[src/rtl/vid_cntr_unit.sv]
// Pixel coordinate generator: tracks the (x,y) position of the pixel being
// requested, so a consumer can use h_cntr/v_cntr alongside in_req directly.
module vid_cntr_unit #(
  parameter int H_BITS = 12,
  parameter int V_BITS = 11
) (
  input  logic              clk,
  input  logic              reset_,
  input  logic              in_vsync,
  input  logic              in_req,
  input  logic              in_eol,
  input  logic              in_eof,
  output logic [H_BITS-1:0] h_cntr,
  output logic [V_BITS-1:0] v_cntr
);

  logic [H_BITS-1:0] h_cntr_q, h_cntr_d;
  logic [V_BITS-1:0] v_cntr_q, v_cntr_d;

  // Counters advance after the requested pixel, so the registered value is
  // always the coordinate of the pixel requested in the current cycle.
  always_comb begin
    h_cntr_d = h_cntr_q;
    v_cntr_d = v_cntr_q;
    if (in_vsync) begin
      h_cntr_d = '0;
      v_cntr_d = '0;
    end else if (in_req) begin
      if (in_eof) begin
        h_cntr_d = '0;
        v_cntr_d = '0;
      end else if (in_eol) begin
        h_cntr_d = '0;
        v_cntr_d = v_cntr_q + 1'b1;
      end else begin
        h_cntr_d = h_cntr_q + 1'b1;
      end
    end
  end

  always_ff @(posedge clk) begin
    if (reset_) begin
      h_cntr_q <= '0;
      v_cntr_q <= '0;
    end else begin
      h_cntr_q <= h_cntr_d;
      v_cntr_q <= v_cntr_d;
    end
  end

  assign h_cntr = h_cntr_q;
  assign v_cntr = v_cntr_q;

endmodule

[config.mk]
export PLATFORM = sky130hd
export DESIGN_NAME = vid_cntr_unit
export DESIGN_NICKNAME = d
export VERILOG_FILES = /design/src/rtl/vid_cntr_unit.sv
export SDC_FILE = /design/constraint.sdc
export NUM_CORES = 1
export LEC_CHECK = 0
export ABC_AREA = 1
export ABC_CLOCK_PERIOD_IN_PS = 1170
export BUFFER_PORTS_ARGS = -buffer_cell sky130_fd_sc_hd__buf_2
export CAP_MARGIN = 10
export CELL_PAD_IN_SITES_DETAIL_PLACEMENT = 1
export CELL_PAD_IN_SITES_GLOBAL_PLACEMENT = 1
export CORE_UTILIZATION = 32
export DETAILED_ROUTE_END_ITERATION = 10
export PLACE_DENSITY_LB_ADDON = 0.1
export RECOVER_POWER = 50
export SYNTH_ARGS = -nofsm -noshare
export SYNTH_HDL_FRONTEND = slang
export SYNTH_SLANG_ARGS = --single-unit
[constraint.sdc]
create_clock -name clk -period 1.17 [get_ports clk]
set_clock_uncertainty 0.15 [all_clocks]
set_input_delay 0.117 -clock clk [delete_from_list [all_inputs] [get_ports clk]]
set_output_delay 0.117 -clock clk [all_outputs]
set_load 0.02 [all_outputs]
# Word-level counts from Yosys, hierarchy flattened
# Index checks and enable logic that the tools add are counted.
[word_totals]
reg_bits = 23
input_bits = 6
output_inout_bits = 23
word_cells = 11
[classes]
addsub = 2
n_mux = 4
n_reduce_logical = 3
[op_table]
columns = ["op", "count"]
rows = [
  ["2-to-1 mux 12 bit", 2],
  ["2-to-1 mux 11 bit", 2],
  ["adder 12 x 1 -> 12 bit, second input constant", 1],
  ["adder 11 x 1 -> 11 bit, second input constant", 1],
  ["AND reduction 2 bit", 1],
  ["nonzero test 2 bit", 1],
  ["OR reduction 2 bit", 1],
]

# Logic depth before layout (Yosys ltp)
[depth]
word_depth = 3
depth_mapped = 8
ltp_nobuf = 8

# Worst setup path before layout
# Ideal clock, no wire load.
[synth_timing]
path_type = "flip-flop to flip-flop"
startpoint = "register v_cntr_q[1] (netlist: v_cntr[1])"
endpoint = "register v_cntr_q[8] (netlist: v_cntr[8])"
setup_ns = 0.113
t_arrival_ns = 1.221
t_required_ns = 0.907
path_slack_ns = -0.314
path_stages_with_launch = 9
n_path_buf = 0
period_less_slack_ns = 1.484
cell_sequence = "dfxtp_1 > ha_1 > nand2_1 > nor2_1 > inv_1 > nor2_2 > nand2_1 > nand2_1 > nor2_1"
[synth_between]
elab_chain_len = 3
[synth_lines]
columns = ["item", "line", "source"]
rows = [
  ["from (decl)", "18", "logic [V_BITS-1:0] v_cntr_q, v_cntr_d;"],
  ["from (signal assigned)", "47", "v_cntr_q <= v_cntr_d;"],
  ["adder 11 x 1 -> 11 bit", "34", "v_cntr_d = v_cntr_q + 1'b1;"],
  ["2-to-1 mux 11 bit", "32", "end else if (in_eol) begin"],
  ["2-to-1 mux 11 bit", "29", "if (in_eof) begin"],
]
# Every way passes these cells. The select of a mux whose other input is x is not followed.
# A chain may end at the register's enable or synchronous reset.

# Worst setup path after layout
[layout_timing]
startpoint = "register h_cntr_q[6] (netlist: h_cntr[6])"
endpoint = "register h_cntr_q[9] (netlist: h_cntr[9])"
[layout_between]
elab_chain_len = 3
[layout_lines]
columns = ["item", "line", "source"]
rows = [
  ["from (decl)", "17", "logic [H_BITS-1:0] h_cntr_q, h_cntr_d;"],
  ["from (signal assigned)", "46", "h_cntr_q <= h_cntr_d;"],
  ["adder 12 x 1 -> 12 bit", "36", "h_cntr_d = h_cntr_q + 1'b1;"],
  ["2-to-1 mux 12 bit", "32", ""],
  ["2-to-1 mux 12 bit", "29", ""],
]
# Every way passes these cells.

==> flow_results.org <==
** Run status
- The flow ran to the end, but the final reports show violations.
- Failing checks :: negative hold slack, negative setup slack

** Placed design
- Setup slack after placement :: -0.0986 ns
- Port buffering added 28 buffers.
- Detailed placement finished with a half-perimeter wire length of 2.59 mm.
- Placed Instance Area :: 1570 um2
- At the end of routability-driven placement, the weighted congestion stood at 0.746.
- Cell count after placement :: 260

** Die
- Die height :: 61.3 um
- 29 I/O pins were placed.
- The core region is 3340 um2.
- Cell row count :: 21
- The floorplan step defined a die boundary enclosing 3750 um2.
- Horiz. Die Dim :: 61.3 um
- The initial utilization of the core area, before any placement, comes to 0.337.

** Synthesis
- Synthesis inferred 23 register bits.
- Mean Syn Cell Area :: 6.69 um2
- In the synthesized netlist the dominant register cell turns out to be sky130_fd_sc_hd__dfxtp_1.
- In this run, synthesis inferred 0 flip-flops with an integrated enable.
- The Yosys step of the flow raised 0 warnings.
- Of the synthesized area, sequential elements account for 0.410.
- Cell Area, Synth :: 1120 um2
- After synthesis, the netlist uses 20 different library cells.
- Proportion of synthesized flip-flops having asynchronous set or reset :: 0
- When the netlist entered floorplanning its net count stood at 176.
- The cell count after synthesis came out at 168.

** Critical path
- STA classifies the critical path endpoint as a register.
- Startpoint kind of the worst setup timing path :: register
- Data on the critical path is required at its endpoint by 1.29 ns.
- Number of cells traversed by the worst register-to-register path :: 6
- At the worst endpoint, the arrival time is 1.43 ns.
- By startpoint and endpoint, the worst setup path is classified as reg -> reg.
- Crit-path max FO :: 5

** STA
- Final min period :: 1.31 ns
- Across all hold checks on the routed design, the worst slack comes to -0.00120 ns.
- Of the available clock period, the critical path in the final layout requires 1.12.
- Based on the critical path, the design can be clocked at up to 761 MHz.
- Minimum setup slack in the final design :: -0.145 ns
- RSZ-0062 raised after global routing :: true
- Final setup violation count :: 24
- Transition at the pin with the smallest max-transition slack :: 0.324 ns
- The worst pin sits at a relative slew slack of 0.784.
- Count of final hold-check violations :: 1
- The max-slew violation total from the final report came to 0.

** Global route
- The initial antenna violation count came to 0.
- Entering global routing, the biggest net connects 15 pins.
- Global Route Usage Sum :: 0.212
- Global-route wire length before repair :: 5.74 mm
- The number of global-route vias before repair came to 1270.
- After global routing the overflow that remains totals 0.

** Routing
- Avg WL per Cell :: 15.6 um
- For this block, the initial DRC count from the detailed router was 17.
- Summed over all layers, the routed wires come to 4.34 mm.
- Detailed-route via count :: 1363
- Drt drc :: 0
- In this run the remaining antenna-violating nets after routing total 0.
- First-pass DRT Iterations :: 2
- Vias per inst :: 4.89

** Clock tree
- In this run, CTS created clock tree buffers numbering 3.
- TritonCTS built the clock tree.
- Clock transition time at the flip-flop clock pins of the worst setup and hold paths :: 0.16 ns
- Clock sink total :: 23
- CTS root buf :: sky130_fd_sc_hd__clkbuf_4
- Clock tree buffer depth :: 2
- CTS built an H-tree with a depth of 1.
- The later pin in the worst-skew pair is clocked with a latency of 0.33 ns.

** Cells and area
- Area taken by flip-flops and latches :: 515 um2
- In the final layout, the share of cells above drive strength 1 is 0.579.
- Multi-input logic area :: 788 um2
- Antenna fix cells :: 0
- Highest-count cells in the layout ignoring fill and taps :: sky130_fd_sc_hd__nand2_1, sky130_fd_sc_hd__buf_6, sky130_fd_sc_hd__inv_1, sky130_fd_sc_hd__buf_4, sky130_fd_sc_hd__nor2_1
- After the flow finishes, the layout carries non-filler instances totaling 279.
- Final net count :: 242
- The library cell used most frequently in the layout, excluding fill and tap cells, is sky130_fd_sc_hd__nand2_1.
- Compared with the post-synthesis result, the final layout area differs by 81.6%.
- Fill cells in the final layout number 413.
- Summing all non-filler instances in the final layout gives an area of 2040 um2.

** Job
- Number of max-capacitance violations reported :: 0

** Power and ir drop
- Total power for the finished layout comes to 1300 uW.
- Static leakage :: 0.000893 uW
- In this run the power density over the cells is 639 nW/um2.
- Worst vdd ir :: 0.434 mV

** Hold path
- The tightest min-delay check is of the in -> reg type.
- Counting instances, the worst hold path has a depth of 4.
==> flip-flops by register name, summed over array words and instances (netlist names) <==
register	cells
v_cntr	11
h_cntr	12
==> cells by family (layout without fill, tap and decap cells) <==
family,after synthesis,count (layout),synth area share
AO/OA/AOI/OAI,24,24,0.111
XOR/XNOR,1,1,0.00780
adder cells (fa/ha/maj),2,2,0.0223
buffers and inverters,30,95,0.100
flip-flops,23,23,0.410
AND/OR/NAND/NOR,88,88,0.349
==> area by class of cell <==
cell class,instances,share of cell area
Inverter,30,0.0613
Multi-Input combinational cell,115,0.386
Clock buffer,3,0.0110
Clock inverter,1,0.00368
Tap cell,46,0.0282
Sequential cell,23,0.253
Timing Repair Buffer,61,0.257
==> synthesized netlist by cell type (2+ instances only) <==
master	count	area share
sky130_fd_sc_hd__nand2_1	41	0.14
sky130_fd_sc_hd__inv_1	28	0.094
sky130_fd_sc_hd__dfxtp_1	23	0.41
sky130_fd_sc_hd__nor2_1	23	0.077
sky130_fd_sc_hd__a21oi_1	13	0.058
sky130_fd_sc_hd__nand3_1	9	0.040
sky130_fd_sc_hd__o21ai_0	8	0.036
sky130_fd_sc_hd__nor3_1	5	0.022
sky130_fd_sc_hd__nand4_1	3	0.017
sky130_fd_sc_hd__ha_1	2	0.022
sky130_fd_sc_hd__inv_2	2	0.0067
sky130_fd_sc_hd__nand2_2	2	0.011
sky130_fd_sc_hd__nor2_2	2	0.011
==> metrics by stage <==
stage               utilization  setup TNS [ns]
floorplan                     -          -0.320
global placement          0.471          -0.267
detailed placement        0.471          -0.929
CTS                       0.552           -1.25
global route              0.612           -3.01
finish                    0.612           -1.58
==> metal layers <==
layer | track usage | vias up | share of wire
li1 | - | 664 | -
met1 | 0.241 | 671 | 0.39
met2 | 0.399 | 20 | 0.56
met3 | 0.0294 | 8 | 0.020
met4 | 0.0779 | 0 | 0.022
met5 | 0 | - | 0
==> worst paths after layout <==
| path | from | end | slack (ns) |
|---|---|---|---|
| worst min register to register | v_cntr[7] | v_cntr[7] | 0.31 |
| worst min-delay path | in_eof | v_cntr[1] | -0.001 |
| worst max-delay path | h_cntr[6] | h_cntr[9] | -0.14 |
| worst max register to register | h_cntr[6] | h_cntr[9] | -0.14 |
==> report_power, final <==
group / total [uW] / leakage [uW] / switching (uW) / internal [uW]
clock network: 413 / 0.0000139 / 282 / 131
registers: 771 / 0.000200 / 7.76 / 764
logic: 120 / 0.000679 / 75.1 / 44.5
==> critical path, cell delays in order (launching register included) <==
cell and delay, ns:
sky130_fd_sc_hd__dfxtp_4 0.40, sky130_fd_sc_hd__nand3_4 0.10, sky130_fd_sc_hd__nor2_4 0.18, sky130_fd_sc_hd__nand2_2 0.09, sky130_fd_sc_hd__o21ai_2 0.12, sky130_fd_sc_hd__inv_1 0.08
sky130_fd_sc_hd__nor2_1 0.13
==> repair_timing <==
action	CTS	global route
hold endpoints to repair	2	0
endpoints found under the setup margin	33	38
pin swaps	8	23
gates resized for setup	49	45
setup buffers	8	5
hold buffers	2	0
Note: power is estimated with default switching activity, not from simulation.
